<file path="config.mk">
export PLATFORM = sky130hd
export DESIGN_NAME = present_ksched
export DESIGN_NICKNAME = d
export VERILOG_FILES = /design/src/rtl/present_ksched.sv
export SDC_FILE = /design/constraint.sdc
export NUM_CORES = 1
export LEC_CHECK = 0
export BUFFER_PORTS_ARGS = -buffer_cell sky130_fd_sc_hd__buf_4
export CAP_MARGIN = 20
export CORE_ASPECT_RATIO = 1.5
export CORE_MARGIN = 5
export CORE_UTILIZATION = 39
export CTS_BUF_LIST = sky130_fd_sc_hd__clkbuf_8
export DETAILED_ROUTE_END_ITERATION = 16
export GPL_TIMING_DRIVEN = 1
export PLACE_DENSITY = 0.61
export SYNTH_ARGS = -nofsm -noshare
export SYNTH_HDL_FRONTEND = slang
export SYNTH_SLANG_ARGS = --single-unit
</file>
<file path="constraint.sdc">
create_clock -name clk -period 1.7 [get_ports clk]
set_input_delay 0.34 -clock clk [delete_from_list [all_inputs] [get_ports clk]]
set_output_delay 0.34 -clock clk [all_outputs]
set_load 0.01 [all_outputs]
</file>
<file path="src/rtl/present_ksched.sv">
// PRESENT key-schedule engine: loads one master key and streams NR round
// keys (forward for encrypt, reversed via inverse updates for decrypt).
//
// Ports:
//   clk, rst          clock, synchronous active-high reset
//   ld_valid/ld_ready master-key load handshake (key_in, mode sampled)
//   mode              0 = K1..KNR, 1 = KNR..K1
//   key_in[0:KW-1]    master key, bit 0 = MSB
//   rk_valid/rk_ready round-key handshake
//   rk[0:63]          round key (key register bits 0..63)
//   rk_idx[0:4]       zero-based round number of rk
//   rk_last           final key of the sequence
//   busy              sequence in progress (PRE or EMIT)
module present_ksched #(
    parameter int KW = 80,
    parameter int NR = 32
) (
    input  logic          clk,
    input  logic          rst,
    input  logic          ld_valid,
    output logic          ld_ready,
    input  logic          mode,
    input  logic [0:KW-1] key_in,
    output logic          rk_valid,
    input  logic          rk_ready,
    output logic [0:63]   rk,
    output logic [0:4]    rk_idx,
    output logic          rk_last,
    output logic          busy
);

    if (!(KW == 80 || KW == 128)) begin : g_bad_kw
        $error("present_ksched: KW must be 80 or 128");
    end
    if (NR < 2 || NR > 32) begin : g_bad_nr
        $error("present_ksched: NR must be in 2..32");
    end

    // Start of the 5-bit round-counter field (k19..k15 or k66..k62).
    localparam int CP = (KW == 128) ? 61 : 60;
    localparam logic [4:0] LAST = 5'(NR - 1);
    localparam logic [4:0] PEND = 5'(NR - 2);

    localparam logic [63:0] SBOX  = 64'hC56B90AD3EF84712;
    localparam logic [63:0] ISBOX = 64'h5EF8C12DB463079A;

    typedef enum logic [1:0] {
        IDLE,
        PRE,
        EMIT
    } state_t;

    state_t        state, state_n;
    logic [0:KW-1] key_q, key_n;
    logic [4:0]    idx_q, idx_n;
    logic          dec_q, dec_n;
    logic          vld_q, vld_n;
    logic          last_q, last_n;

    // Table entry for x sits at bits [(15-x)*4 +: 4]; 15-x == ~x.
    function automatic logic [3:0] sbox(input logic [3:0] x);
        return SBOX[{~x, 2'b00} +: 4];
    endfunction

    function automatic logic [3:0] isbox(input logic [3:0] x);
        return ISBOX[{~x, 2'b00} +: 4];
    endfunction

    function automatic logic [0:KW-1] fwd(input logic [0:KW-1] k,
                                          input logic [4:0]    c);
        logic [0:KW-1] t;
        t = {k[61:KW-1], k[0:60]};
        t[0:3] = sbox(t[0:3]);
        if (KW == 128) t[4:7] = sbox(t[4:7]);
        t[CP +: 5] = t[CP +: 5] ^ c;
        return t;
    endfunction

    function automatic logic [0:KW-1] inv(input logic [0:KW-1] k,
                                          input logic [4:0]    c);
        logic [0:KW-1] t;
        t = k;
        t[CP +: 5] = t[CP +: 5] ^ c;
        t[0:3] = isbox(t[0:3]);
        if (KW == 128) t[4:7] = isbox(t[4:7]);
        return {t[KW-61:KW-1], t[0:KW-62]};
    endfunction

    always_ff @(posedge clk) begin
        if (rst) begin
            state  <= IDLE;
            key_q  <= '0;
            idx_q  <= '0;
            dec_q  <= 1'b0;
            vld_q  <= 1'b0;
            last_q <= 1'b0;
        end else begin
            state  <= state_n;
            key_q  <= key_n;
            idx_q  <= idx_n;
            dec_q  <= dec_n;
            vld_q  <= vld_n;
            last_q <= last_n;
        end
    end

    // rk_valid/rk_last are computed one edge ahead so they leave as flops.
    always_comb begin
        state_n = state;
        key_n   = key_q;
        idx_n   = idx_q;
        dec_n   = dec_q;
        vld_n   = vld_q;
        last_n  = last_q;
        unique case (state)
            IDLE: begin
                if (ld_valid) begin
                    key_n = key_in;
                    dec_n = mode;
                    idx_n = '0;
                    if (mode) begin
                        state_n = PRE;
                    end else begin
                        state_n = EMIT;
                        vld_n   = 1'b1;
                        last_n  = 1'b0;
                    end
                end
            end
            PRE: begin
                // Roll forward to K_NR so decrypt can walk back down.
                key_n = fwd(key_q, idx_q + 5'd1);
                idx_n = idx_q + 5'd1;
                if (idx_q == PEND) begin
                    state_n = EMIT;
                    vld_n   = 1'b1;
                    last_n  = 1'b0;
                end
            end
            EMIT: begin
                if (rk_ready) begin
                    if (last_q) begin
                        state_n = IDLE;
                        vld_n   = 1'b0;
                        last_n  = 1'b0;
                    end else if (dec_q) begin
                        key_n  = inv(key_q, idx_q);
                        idx_n  = idx_q - 5'd1;
                        last_n = (idx_q == 5'd1);
                    end else begin
                        key_n  = fwd(key_q, idx_q + 5'd1);
                        idx_n  = idx_q + 5'd1;
                        last_n = (idx_q == PEND);
                    end
                end
            end
            default: begin
                state_n = IDLE;
                vld_n   = 1'b0;
                last_n  = 1'b0;
            end
        endcase
    end

    assign ld_ready = (state == IDLE);
    assign busy     = (state != IDLE);
    assign rk_valid = vld_q;
    assign rk       = key_q[0:63];
    assign rk_idx   = idx_q;
    assign rk_last  = last_q;

endmodule

</file>
# Word-level counts from Yosys, hierarchy flattened

Index checks and enable logic that the tools add are counted.

RAM bits: 0
Logic and storage cells: 61
Memory bits (read-only): 0
Output and inout bits: 73
Bits in latches: 0
Register bits: 90
Memories kept: 0

Shift-type cells: 2
Muxes and demuxes: 29
Reduce and logical (&&, ||, !) cells: 8
Bitwise operators: 4
Add/subtract/negate cells: 2
Multipliers: 0
Div/mod/pow operators: 0
Order comparisons: 0
Eq/ne operators: 10

Operators by type and width:

| kind                      | number |
|---|---|
| $mux W80                  | 4 |
| $pmux W80 S3              | 1 |
| $shiftx A64 B7 Y4 const A | 2 |
| $mux W5                   | 4 |
| $pmux W5 S3               | 1 |
| $ne A2 B2 Y1 const B      | 6 |
| $reduce_and A4 Y1         | 3 |
| $mux W1                   | 11 |
| $mux W2                   | 5 |
| $xor A5 B5 Y5             | 2 |
| $not A4 Y4                | 2 |
| $pmux W1 S3               | 2 |
| $pmux W2 S3               | 1 |
| $add A5 B1 Y5 const B     | 1 |
| $eq A5 B1 Y1 const B      | 1 |
| $eq A5 B5 Y1 const B      | 1 |
| $reduce_and A5 Y1         | 1 |
| $sub A5 B1 Y5 const B     | 1 |
| $reduce_bool A3 Y1        | 1 |
| $eq A2 B1 Y1 const B      | 1 |
| $eq A2 B2 Y1 const B      | 1 |
| $logic_not A2 Y1          | 1 |
| $reduce_and A2 Y1         | 1 |
| $reduce_bool A2 Y1        | 1 |

# Longest topological paths before layout

Word-level depth: 6
Mapped depth: 10

# Least setup slack after synthesis

OpenSTA, ideal clock, no wires.

Path kind: register to register
Start: register state[0]
End: register key_q[19] (netlist name)
Data arrival time: 1.757 ns
Cell stages (with the launch flop): 9
Required time: 1.583 ns
Buffers on the path: 2
Path slack: -0.174 ns
Path through: dfxtp_1 -> inv_1 -> ha_1 -> buf_2 -> nor2b_4 -> a211oi_4 -> nor2_2 -> buf_2 -> a22o_1

Word-level cells in the longest chain between the ends: 3
Elaborated cells between the ends (all ways): 9

RTL lines:

| element                                                             | RTL line | text |
|---|---|---|
| start, declared                                                     | 53       | `state_t state, state_n;` |
| start signal, assigned                                              | 98       | `state <= state_n;` |
| $logic_not A2 Y1 *                                                  | -        |  |
| named net ld_ready                                                  | 21       | `output logic ld_ready,` |
| $ne A2 B2 Y1 (no line) / $reduce_bool A3 Y1 (equally long branches) | -        |  |
| $reduce_and A4 Y1 (no line)                                         | -        |  |
| end signal, assigned                                                | 99       | `key_q <= key_n;` |
| end, declared                                                       | 54       | `logic [0:KW-1] key_q, key_n;` |

Mark *: on every way through the listed nets, which the timed path passes. The rest lies on a longest branch.
A chain may end at the register's enable or synchronous reset.

# Worst setup path in the final report

Start: register state[0]
End: register key_q[44] (netlist name)

Word-level cells in the longest chain between the ends: 3
Elaborated cells between the ends (all ways): 9

RTL lines:

| element                                                             | RTL line | text |
|---|---|---|
| $eq A2 B2 Y1 (tied with other cells)                                | 115      | `unique case (state)` |
| $ne A2 B2 Y1 (no line) / $reduce_bool A3 Y1 (equally long branches) | -        |  |
| $reduce_and A4 Y1 (no line)                                         | -        |  |

Several ways; a longest one is shown, not always the timed one.

==> summary.txt <==
Min path
  – Hold Path Sink: key_q[64]
  – HP Start: key_in[64]
  – Hold Path Class: input port to register
  – Hold Path Cell Cnt: 3

GRT
  – Routing usage on met1: 26.61%
  – Congestion Overflow GR: 0
  – Vias in the first global route: 5,658
  – Pin count of the biggest net entering global routing: 60
  – First-pass GRT wire length: 30,420 um
  – Met3 Use GR: 3.611%
  – GR peak layer: met2
  – Tot GR Track Use: 22.45%
  – Antenna violations before repair: 0
  – Met2 usage: 39.92%

Power
  – Clk pwr share: 8.7%
  – Internal power: 9.253 mW
  – Seq pwr share: 26.9%
  – Pleak: 3.391 nW
  – Comb pwr share: 64.4%
  – Net Sw Frac: 44.94%
  – Worst VDD drop: 1.505 mV
  – Pwr per Cell Area: 2074 mW/mm2
  – Net Sw Power: 7.551 mW

STA
  – Max Fclk: 0.5387 GHz
  – Total negative slack: -9146 ps
  – Max Slew Vio Count: 0
  – Worst-Margin Slew: 421.6 ps
  – Final worst path period share: 109.2%
  – Setup WS post-layout: -156.3 ps
  – WHS: 219.2 ps
  – RSZ-0062 raised after global routing: yes
  – Clk_skew: 9.522 ps
  – Final hold vios: 0
  – Max_slew headroom: 71.89%
  – Tmin final: 1856 ps
  – Final setup fails: 84

Clock network
  – TritonCTS sink count: 90
  – TritonCTS Buffers: 9
  – H-tree depth: 3
  – Clock Tree Buf Depth: 2
  – CTS tree: yes
  – Clock Latency Late Sink: 370 ps
  – Clock Tree Root: clkbuf_8
  – Clock Pin Slew Worst Setup and Hold Paths: 100 ps

Floorplanning
  – Initial Util: 39.55%
  – FP Rows: 54
  – Total core area: 0.01446 mm2
  – Die Width: 108.9 um
  – Die Span Y: 158.3 um
  – IO Count: 158
  – Total Die Area: 0.01723 mm2

Critical path
  – FF-to-FF End: key_q[44]
  – Startpoint of the worst register-to-register path: state[0]
  – Crit path DAT: 2130 ps
  – R2R depth: 9
  – CP Launch Type: register
  – Critical path type: register to register
  – R2R setup slack: -160 ps
  – CP required: 1970 ps
  – Max FO, Critical Path: 8
  – Crit path capture type: register

Yosys
  – Synth cell types: 59
  – #FFs+latches synth: 90
  – Sequential share of the synthesized area: 31.51%
  – Ys async rst share: 0%
  – Synthesized area: 0.005718 mm2
  – Cells after Synth: 683
  – Synth Net Count: 786
  – Ys flop type: dfxtp_1
  – Yosys warns: 0
  – Post-synthesis average cell area: 8.372 um2
  – EDFF count, synth: 0

Detailed routing
  – Vias: 5,807
  – Routed Antenna Nets: 0
  – Mean number of vias per cell: 5.710
  – First DRT Iteration DRCs: 396
  – Number of remaining DRC errors: 0
  – Routed WL: 20,290 um
  – DR pass1 iterations: 5
  – WL/cell: 19.95 um

Placed design
  – Placed Area: 0.007020 mm2
  – IO Port Bufs: 157
  – HPWL Detailed: 13,730 um
  – GPL Wtd Cong: 0.8452

Cells and area
  – Design area: 0.008104 mm2
  – Most frequent cells in the layout: 199 x buf_4, 86 x dfxtp_1, 82 x nor2_1
  – Footprint of the multi-input gates: 0.003400 mm2
  – Ant diodes: 0
  – Most common cell after layout, fill and taps aside: buf_4
  – P&R area growth vs syn: 41.73%
  – Layout cell share with drive strength beyond 1: 42.27%
  – Nets: 919
  – Fillers: 1,336
  – Seq. cell area: 0.001812 mm2
  – Fin util: 56.05%

Run status
  – Failing checks: negative setup slack
  – Status: complete, but fails checks

Flow run
  – Max Cap Viol: 0
==> per-layer routing <==
layer,part of all wire [%],vias to the layer above
met3,5.2,38
met1,38,2822
met5,0,-
li1,-,2719
met4,3.5,0
met2,53,228
==> worst max path at each step <==
stage | from | end | slack [ps] | depth (start not counted)
3_3_place_gp | state[0] | key_q[42] | -200 | 8
4_1_cts | state[0] | key_q[44] | -120 | 9
2_1_floorplan | state[0] | key_q[69] | -100 | 10
3_5_place_dp | state[1] | key_q[2] | -330 | 7
6_report | state[0] | key_q[44] | -160 | 9
5_1_grt | state[0] | key_q[64] | -210 | 9
==> worst max-delay path, stage by stage (launching register included) <==
cell      delay, ps
dfxtp_4         390
buf_12          100
ha_4            160
nor3_4           60
buf_6           110
a211oi_4        290
nor2_4          100
buf_12          170
buf_12          140
a22o_1          240
==> power by group through the flow <==
| stage | combinational [mW] | clock, mW | sequential, mW |
|---|---|---|---|
| 2_1_floorplan | 6.50 | 0 | 3.94 |
| 3_3_place_gp | 8.63 | 0 | 4.41 |
| 3_5_place_dp | 8.78 | 0 | 4.44 |
| 4_1_cts | 10.1 | 1.50 | 4.44 |
| 5_1_grt | 11.6 | 1.59 | 4.66 |
| 6_report | 10.8 | 1.46 | 4.53 |
==> per-stage QoR <==
stage / instances / total power, mW / worst slack, ps
2_1_floorplan: 683 / 10.44 / -100.4
3_3_place_gp: 971 / 13.04 / -197.3
3_5_place_dp: 971 / 13.23 / -331.1
4_1_cts: 1005 / 16.00 / -122.0
5_1_grt: 1017 / 17.86 / -207.6
6_report: 1017 / 16.80 / -156.3
==> registers in the layout, summed over array words and instances (netlist names) <==
register,count
dec_q,1
rk_valid,1
rk_last,1
rk_idx,5
state,2
key_q,80
==> final cells by class <==
type                       instances  share of cell area [%]
clock buffer                      10                   1.698
clock inverter                     6                  0.5867
inverter                          15                  0.7565
sequential                        90                   22.36
tap                              196                   3.026
multi-input combinational        450                   41.95
timing repair buffer             250                   29.63
==> repair_timing <==
item | CTS | global route
endpoints found under the setup margin | 87 | 90
hold buffers | 0 | 0
gates cloned | 6 | 8
pin swaps | 22 | 31
resized for setup | 62 | 43
setup buffers | 12 | 7
==> Yosys cell counts (2+ instances only) <==
library cell	n	share of area (%)
nor3_1	6	0.53
o221ai_1	3	0.46
inv_1	15	0.98
a22o_1	71	11
mux2i_1	3	0.53
nor2_1	84	5.5
o2111ai_1	2	0.31
buf_4	71	9.3
a221oi_1	5	0.77
dfxtp_1	90	32
o31ai_1	2	0.26
a22oi_2	5	1.1
a211oi_1	3	0.39
nand2b_1	3	0.33
ha_1	18	3.9
mux4_2	3	1.2
and2_1	2	0.22
nand3b_1	3	0.39
a2111oi_0	2	0.31
o21ai_0	11	0.96
xor2_1	9	1.4
a21oi_1	83	7.3
nand3_1	4	0.35
xnor2_1	6	0.92
nor2b_1	2	0.22
buf_2	26	2.3
clkbuf_1	26	1.7
a22oi_1	67	8.8
nand2_1	24	1.6
buf_6	5	0.98
==> cell families (layout without fill, tap and decap cells) <==
| kind of cell | Yosys count | count (layout) | synth area share, % |
|---|---|---|---|
| DFF | 90 | 90 | 31.51 |
| muxes | 7 | 7 | 1.904 |
| adders and majority gates | 18 | 18 | 3.939 |
| AOI/OAI and AO/OA | 271 | 271 | 34.46 |
| xor gates and xnor gates | 15 | 15 | 2.298 |
| buffers and inverters | 144 | 281 | 15.36 |
| and+or+nand+nor | 138 | 139 | 10.53 |
Note: power is estimated with default switching activity, not from simulation.
